==> src/rtl/seq_alu.sv <==
// seq_alu: valid/ready multi-cycle ALU with signed/unsigned compare, overflow and iterative MULTU/DIVU.
// Build option SEQ_ALU_MULDIV_EN enables the MULTU/DIVU datapath; without it those opcodes are illegal.
module seq_alu #(
    parameter int WIDTH = 32
) (
    input  logic             clk,
    input  logic             rst_n,
    input  logic             in_valid,
    output logic             in_ready,
    input  logic [3:0]       op,
    input  logic [WIDTH-1:0] a,
    input  logic [WIDTH-1:0] b,
    input  logic [15:0]      imm,
    input  logic             alu_src,
    output logic             out_valid,
    input  logic             out_ready,
    output logic [WIDTH-1:0] result,
    output logic [WIDTH-1:0] result_hi,
    output logic             zero,
    output logic             overflow,
    output logic             div_by_zero,
    output logic             busy
);

    localparam logic [3:0] OP_AND   = 4'b0000;
    localparam logic [3:0] OP_OR    = 4'b0001;
    localparam logic [3:0] OP_ADD   = 4'b0010;
    localparam logic [3:0] OP_SUB   = 4'b0110;
    localparam logic [3:0] OP_SLT   = 4'b0111;
    localparam logic [3:0] OP_SLTU  = 4'b1000;
    localparam logic [3:0] OP_NOR   = 4'b1100;
    localparam logic [3:0] OP_MULTU = 4'b1001;
    localparam logic [3:0] OP_DIVU  = 4'b1010;

    typedef enum logic [1:0] {
        IDLE = 2'd0,
        CALC = 2'd1,
        DONE = 2'd2
    } state_e;

    state_e           state_q;
    logic [WIDTH-1:0] result_q;
    logic [WIDTH-1:0] result_hi_q;
    logic             zero_q;
    logic             overflow_q;
    logic             dbz_q;

    logic             accept;
    logic [WIDTH-1:0] b_op;
    logic [WIDTH-1:0] sum;
    logic [WIDTH-1:0] diff;
    logic [WIDTH-1:0] res_d;
    logic [WIDTH-1:0] res_hi_d;
    logic             ovf_d;
    logic             dbz_d;
    logic             start_calc;

    assign b_op      = alu_src ? {{(WIDTH-16){imm[15]}}, imm} : b;
    assign sum       = a + b_op;
    assign diff      = a - b_op;
    assign in_ready  = (state_q == IDLE) || ((state_q == DONE) && out_ready);
    assign accept    = in_valid && in_ready;
    assign out_valid = (state_q == DONE);
    assign busy      = (state_q != IDLE);

    assign result      = result_q;
    assign result_hi   = result_hi_q;
    assign zero        = zero_q;
    assign overflow    = overflow_q;
    assign div_by_zero = dbz_q;

    // Single-cycle results, plus the decision whether the accepted op needs the iterative unit.
    always_comb begin
        res_d      = '0;
        res_hi_d   = '0;
        ovf_d      = 1'b0;
        dbz_d      = 1'b0;
        start_calc = 1'b0;
        case (op)
            OP_AND:  res_d = a & b_op;
            OP_OR:   res_d = a | b_op;
            OP_NOR:  res_d = ~(a | b_op);
            OP_ADD: begin
                res_d = sum;
                ovf_d = (a[WIDTH-1] == b_op[WIDTH-1]) && (sum[WIDTH-1] != a[WIDTH-1]);
            end
            OP_SUB: begin
                res_d = diff;
                ovf_d = (a[WIDTH-1] != b_op[WIDTH-1]) && (diff[WIDTH-1] != a[WIDTH-1]);
            end
            OP_SLT:  res_d = {{(WIDTH-1){1'b0}}, ($signed(a) < $signed(b_op))};
            OP_SLTU: res_d = {{(WIDTH-1){1'b0}}, (a < b_op)};
`ifdef SEQ_ALU_MULDIV_EN
            OP_MULTU: start_calc = 1'b1;
            OP_DIVU: begin
                if (b_op == '0) begin
                    res_d    = '1;
                    res_hi_d = a;
                    dbz_d    = 1'b1;
                end else begin
                    start_calc = 1'b1;
                end
            end
`endif
            default: ;
        endcase
    end

`ifdef SEQ_ALU_MULDIV_EN
    localparam int CW = $clog2(WIDTH + 1);

    logic [CW-1:0]    count_q;
    logic [WIDTH-1:0] acc_lo_q;
    logic [WIDTH-1:0] acc_hi_q;
    logic [WIDTH-1:0] opnd_b_q;
    logic             is_div_q;

    logic [WIDTH:0]   mul_sum;
    logic [WIDTH:0]   div_shift;
    logic [WIDTH:0]   div_diff;
    logic [WIDTH-1:0] step_lo;
    logic [WIDTH-1:0] step_hi;

    // One iteration: shift-add multiply on {hi,lo}, or restoring divide with hi = remainder, lo = quotient.
    always_comb begin
        mul_sum   = {1'b0, acc_hi_q} + (acc_lo_q[0] ? {1'b0, opnd_b_q} : {(WIDTH+1){1'b0}});
        div_shift = {acc_hi_q, acc_lo_q[WIDTH-1]};
        div_diff  = div_shift - {1'b0, opnd_b_q};
        step_lo   = {mul_sum[0], acc_lo_q[WIDTH-1:1]};
        step_hi   = mul_sum[WIDTH:1];
        if (is_div_q) begin
            if (!div_diff[WIDTH]) begin
                step_hi = div_diff[WIDTH-1:0];
                step_lo = {acc_lo_q[WIDTH-2:0], 1'b1};
            end else begin
                step_hi = div_shift[WIDTH-1:0];
                step_lo = {acc_lo_q[WIDTH-2:0], 1'b0};
            end
        end
    end
`endif

    always_ff @(posedge clk or negedge rst_n) begin
        if (!rst_n) begin
            state_q     <= IDLE;
            result_q    <= '0;
            result_hi_q <= '0;
            zero_q      <= 1'b0;
            overflow_q  <= 1'b0;
            dbz_q       <= 1'b0;
`ifdef SEQ_ALU_MULDIV_EN
            count_q     <= '0;
            acc_lo_q    <= '0;
            acc_hi_q    <= '0;
            opnd_b_q    <= '0;
            is_div_q    <= 1'b0;
`endif
        end else begin
            case (state_q)
                CALC: begin
`ifdef SEQ_ALU_MULDIV_EN
                    acc_lo_q <= step_lo;
                    acc_hi_q <= step_hi;
                    count_q  <= count_q - CW'(1);
                    if (count_q == CW'(1)) begin
                        state_q     <= DONE;
                        result_q    <= step_lo;
                        result_hi_q <= step_hi;
                        zero_q      <= (step_lo == '0);
                        overflow_q  <= 1'b0;
                        dbz_q       <= 1'b0;
                    end
`else
                    state_q <= IDLE;
`endif
                end
                default: begin
                    // Accepting in DONE retires the previous result on the same edge.
                    if (accept) begin
                        if (start_calc) begin
`ifdef SEQ_ALU_MULDIV_EN
                            state_q  <= CALC;
                            count_q  <= CW'(WIDTH);
                            acc_lo_q <= a;
                            acc_hi_q <= '0;
                            opnd_b_q <= b_op;
                            is_div_q <= (op == OP_DIVU);
`endif
                        end else begin
                            state_q     <= DONE;
                            result_q    <= res_d;
                            result_hi_q <= res_hi_d;
                            zero_q      <= (res_d == '0);
                            overflow_q  <= ovf_d;
                            dbz_q       <= dbz_d;
                        end
                    end else if ((state_q == DONE) && out_ready) begin
                        state_q <= IDLE;
                    end
                end
            endcase
        end
    end

endmodule
==> config.mk <==
export PLATFORM = sky130hd
export DESIGN_NAME = seq_alu
export DESIGN_NICKNAME = d
export VERILOG_FILES = /design/src/rtl/seq_alu.sv
export SDC_FILE = /design/constraint.sdc
export NUM_CORES = 1
export LEC_CHECK = 0
export ABC_AREA = 1
export BUFFER_PORTS_ARGS = -buffer_cell sky130_fd_sc_hd__clkbuf_2
export CORE_MARGIN = 2
export CORE_UTILIZATION = 30
export CTS_BUF_LIST = sky130_fd_sc_hd__clkbuf_4
export DETAILED_ROUTE_END_ITERATION = 10
export PLACE_DENSITY = 0.54
export SYNTH_ARGS = -nofsm -noshare
export SYNTH_HDL_FRONTEND = slang
export SYNTH_SLANG_ARGS = --single-unit
export TNS_END_PERCENT = 20
==> constraint.sdc <==
create_clock -name clk -period 1.3 [get_ports clk]
set_clock_uncertainty 0.15 [all_clocks]
set_input_delay 0.26 -clock clk [delete_from_list [all_inputs] [get_ports clk]]
set_output_delay 0.26 -clock clk [all_outputs]
set_load 0.05 [all_outputs]
* Yosys cells after proc, flatten, opt, wreduce, memory -nomap -nowiden *
Cells that the tools add are included.

operators by class
  add/sub/neg operators = 2
  muxes and demuxes = 6
  equal/unequal tests = 12
  bitwise logic cells = 4
  reduce and logical (&&, ||, !) cells = 11
  order comparisons = 2

operators with widths
  kind                                                                    number
  32-bit case mux with 7 select lines                                     1
  32-bit less-than comparator                                             2
  32-bit adder                                                            1
  32-bit AND                                                              1
  32-bit logical NOT                                                      1
  32-bit two-way mux                                                      1
  32-bit inverter                                                         1
  32-bit OR                                                               1
  32-bit subtractor                                                       1
  4-bit by 3-bit equality test with 1-bit output (second input constant)  2
  4-bit equality test (second input constant)                             2
  2-bit two-way mux                                                       3
  4-bit by 1-bit equality test with 1-bit output (second input constant)  1
  4-bit by 2-bit equality test with 1-bit output (second input constant)  1
  1-bit logical AND                                                       4
  4-bit logical NOT                                                       1
  1-bit inequality test                                                   3
  3-bit nonzero test                                                      1
  2-bit by 1-bit equality test with 1-bit output (second input constant)  1
  2-bit equality test (second input constant)                             1
  2-bit logical NOT                                                       1
  1-bit case mux with 2 select lines                                      1
  2-bit AND reduction                                                     1
  2-bit nonzero test                                                      1
  3 further kinds                                                         3

storage, ports and cells
  flip-flop bits (word level) = 36
  bits of input ports = 89
  logic and storage cells = 41
  output and inout bits = 70

* Logic depth before layout (Yosys ltp) *
  word-level depth = 6
  gate-level depth with buffers = 25
  gate-level depth less buffers = 24

* Worst setup path before layout *
Ideal clock, no wire load.

  kind = input-to-reg
  from = input port alu_src
  to = register zero_q, in the netlist zero
  arrival time = 2.716 ns
  path slack = -1.631 ns
  setup time = 0.066 ns
  stages = 22
  required time = 1.084 ns
  cells stage by stage = inv_1 -> clkbuf_1 -> or2_2 -> o21ai_0 -> inv_1 -> ha_1 -> fa_1 -> o21ai_0 -> nand3_1 -> nand2_1 -> nand2_2 -> nand2_2 -> nand2_1 -> nand2_1 -> nand2_1 -> nand3_1 -> nand3_1 -> nor2_1 -> nand2_1 -> nor2_1 -> nand3_1 -> nand2_1

between the ends
  word-level cells in the longest chain between the ends = 5
  elaborated cells between the ends (all ways) = 10
  those cells by class = add/sub (2); order compare (2); mux (2); bitwise (3); reduce/logical (1)

ends and longest elaborated chain
  element                                                                    RTL line  source
  start: declaration                                                         14        input logic alu_src,
  32-bit two-way mux *                                                       58        assign b_op = alu_src ? {{(WIDTH-16){imm[15]}}, imm} : b;
  parallel branches: the longest is 2 deep, another holds 32-bit subtractor  --
  32-bit case mux with 7 select lines *                                      79        case (op)
  32-bit logical NOT *                                                       193       zero_q <= (res_d == '0);
  end signal: assignment                                                     193
  end: declaration                                                           44        logic zero_q;

Every way passes the cells marked *.
A chain may end at the register's enable or synchronous reset.

* Final worst setup path *
Same ends and word-level chain as after synthesis.

==> results.json <==
{
  "whs_endpoint": "state_q[1]",
  "num-fill-cells": 2832,
  "violations": "negative setup slack",
  "place_congestion": 0.958,
  "min_period_ns": 2.68,
  "max_slew.worst_pin.slew_ns": 0.657,
  "grt_pass1_wl_um": 53600,
  "numCtsBuffers": 5,
  "vdd_ir_drop_max_uv": 313,
  "final_common_cell": "nand2_1",
  "synth-edff-count": 0,
  "avgSynthCellArea_sq_um": 5.53,
  "whs_ns": 0.140,
  "gr-total-overflow": 0,
  "coreArea_sq_um": 27600,
  "outcome": "complete, but fails checks",
  "clkLatencyLatePin_ns": 0.34,
  "wl_per_cell_um": 15.0,
  "grt_pass1_vias": 10300,
  "ys_warn_count": 0,
  "power_frac_clock_pct": 6.2,
  "chipHeight_um": 171,
  "postSynthCellCount": 1512,
  "drv_cap": 0,
  "hold_viol_final": 0,
  "fp.dieW_um": 171,
  "timing.final.max_slew_violations": 0,
  "port_buffers": 125,
  "num_vias": 10900,
  "via_per_inst": 4.67,
  "p_leak_uw": 0.00769,
  "critPathKind": "in -> reg",
  "seqCellArea_sq_um": 876,
  "r2r_setup_slack_ns": -0.45,
  "hp-class": "in -> reg",
  "cts_tree": "done",
  "ys_async_sr_fraction_pct": 100,
  "area_growth_syn_to_layout_pct": 69.1,
  "crit_arrival_ns": 2.82,
  "fp-row-count": 61,
  "p_int_uw": 4600,
  "htreeDepth": 2,
  "min_path_cells": 5,
  "ios": 159,
  "ctsLongestPathBuffers": 2,
  "place_area_sq_um": 11600,
  "final_cell_mix": "nand2_1 (388), buf_4 (317), inv_1 (243), nor2_1 (110), nand3_1 (94)",
  "regToRegEndpoint": "zero",
  "clkTransAtPathRegs_ns": 0.10,
  "drt_first_iter_violations": 669,
  "fin_crit_sh_pct": 206,
  "p_per_area_nw_per_um2": 654,
  "setup_viol_count_final": 71,
  "drcViolationCount": 0,
  "synth_seq_cells": 35,
  "final_cell_area_sq_um": 14100,
  "dp_hpwl_um": 28600,
  "slew-limit-headroom_pct": 56.2,
  "critPathMaxFanout": 9,
  "startpoint_type": "input pin",
  "synth_top_flop_cell": "dfrtp_1",
  "hp-start": "out_ready",
  "ys_seq_area_share_pct": 10.5,
  "timing.rr.start": "state_q[1]",
  "endpoint_kind": "flip-flop",
  "netlist_area_sq_um": 8360,
  "max_freq_mhz": 373,
  "fin_nets": 2133,
  "grtUsageTotal_pct": 23.4,
  "ant_nets": 0,
  "p_total_uw": 9240,
  "pwr-share-seq_pct": 14.5,
  "antenna_found_initial": 1,
  "totalWireLength_um": 35000,
  "initial_core_util_pct": 30.3,
  "fin_ws_ns": -1.38,
  "netSwitchingFraction_pct": 50.2,
  "ys_types": 40,
  "multiInputGateArea_sq_um": 7790,
  "post-place-ws_ns": -2.10,
  "root_buffer": "clkbuf_4",
  "switchingPower_uw": 4640,
  "crit_required_ns": 1.44,
  "rsz0062_at_grt": "yes",
  "die_area_sq_um": 29200,
  "post_route_cells_drive_above_1_share_pct": 44.2,
  "rr_worst_depth": 11,
  "drt_first_pass_iters": 5,
  "grt_max_degree": 42,
  "power_frac_comb_pct": 79.3,
  "clock_sinks": 35
}
-- through the flow --
stage / TNS, ns / utilization [%] / cells
after detailed placement: -59.20 / 42.1 / 2282
after global routing: -43.52 / 51.2 / 2325
after CTS: -39.72 / 46.8 / 2307
after global placement: -57.60 / 42.1 / 2282
final: -38.20 / 51.2 / 2326
after floorplan: -35.98 / - / 1544
-- power groups by stage --
stage	clock (uW)	sequential, uW	combinational, uW
detailed placement	0	1310	5790
global route	663	1360	7920
CTS	611	1310	6520
finish	575	1340	7330
floorplan	0	1770	3000
global placement	0	1320	5750
-- flip-flops by register name, indices dropped and copies added, names as in the netlist --
signal	cells
overflow	1
result	32
state_q	1
zero	1
-- metal layers --
| layer | vias to the layer above | wire length, um | track usage, % |
|---|---|---|---|
| met3 | 44 | 1530 | 0.856 |
| met5 | - | 0 | 0 |
| li1 | 5508 | - | - |
| met4 | 0 | 698 | 4.97 |
| met1 | 5003 | 17100 | 33.7 |
| met2 | 319 | 15700 | 38.7 |
-- repair_timing --
item / 4_1_cts / 5_1_grt
pin swaps: 63 / 75
resized for setup: 264 / 269
gates cloned: 1 / 1
hold endpoints to repair: 35 / 0
endpoints found under the setup margin: 72 / 72
hold buffers: 1 / 0
buffers inserted: 16 / 17
-- cell type report --
cell class	count	area share (%)
repair inverters	1	0.0619
repair buffers	477	27.7
clock buffers	6	0.319
well taps	378	3.34
flip-flops and latches	35	6.19
multi-input cells	1158	55.1
inverters	267	7.21
clock inverters	2	0.0531
diodes	2	0.0354
-- synthesized netlist by cell type (2+ instances only) --
master | instances | share of area (%)
a21oi_2 | 10 | 1.0
nor2_1 | 165 | 7.4
clkbuf_8 | 3 | 0.49
or2_2 | 16 | 1.2
clkbuf_1 | 10 | 0.45
nand3_2 | 3 | 0.36
buf_2 | 12 | 0.72
buf_1 | 3 | 0.13
o21bai_1 | 8 | 0.72
buf_4 | 50 | 4.5
nor2_4 | 3 | 0.40
nor3_1 | 14 | 0.84
clkbuf_2 | 2 | 0.12
o21ai_0 | 48 | 2.9
inv_2 | 12 | 0.54
nor2_2 | 6 | 0.45
ha_1 | 97 | 15
nand3b_1 | 3 | 0.27
o21a_1 | 2 | 0.18
fa_1 | 2 | 0.48
inv_1 | 254 | 11
dfrtp_1 | 35 | 10
a221oi_1 | 26 | 2.7
buf_6 | 4 | 0.54
a21oi_1 | 62 | 3.7
nor3_2 | 3 | 0.36
nand3_1 | 149 | 8.9
nand2_2 | 18 | 1.3
nand4_1 | 11 | 0.82
nand2_1 | 468 | 21
a31oi_1 | 2 | 0.15
xor2_1 | 3 | 0.31
-- cell families (layout without fill, tap and decap cells) --
| logic type | count (synthesis) | count (layout) | share of synthesized area (%) |
|---|---|---|---|
| AND/OR/NAND/NOR | 864 | 864 | 43.8 |
| adder cells (fa/ha/maj) | 99 | 99 | 15.0 |
| XOR/XNOR | 3 | 3 | 0.314 |
| buffers and inverters | 351 | 753 | 18.9 |
| other | 1 | 35 | 0.0448 |
| flip-flops | 35 | 35 | 10.5 |
| AO/OA/AOI/OAI | 159 | 159 | 11.5 |
-- worst max path at each step --
stage                     startpoint   end  slack (ns)  cells after the start
after floorplan              alu_src  zero       -1.33                     23
after global placement       alu_src  zero       -2.11                     21
after detailed placement     alu_src  zero       -2.10                     21
after CTS                    alu_src  zero       -1.37                     22
after global routing         alu_src  zero       -1.50                     25
final                        alu_src  zero       -1.38                     22
-- worst max-delay path, stage by stage --
cell,delay (ns)
clkbuf_16,0.15
inv_12,0.05
or2_4,0.23
o21ai_4,0.06
inv_2,0.08
ha_4,0.17
fa_2,0.38
nand3b_1,0.23
nand3_2,0.12
buf_6,0.11
nand2_4,0.05
nand2_4,0.09
nand2_1,0.12
nand2_1,0.10
nand2_1,0.05
nand3_1,0.06
nand3_1,0.11
nor2_1,0.11
nand2_1,0.06
nor2_1,0.10
nand3_1,0.08
nand2_1,0.06
(Power assumes the default switching activity.)
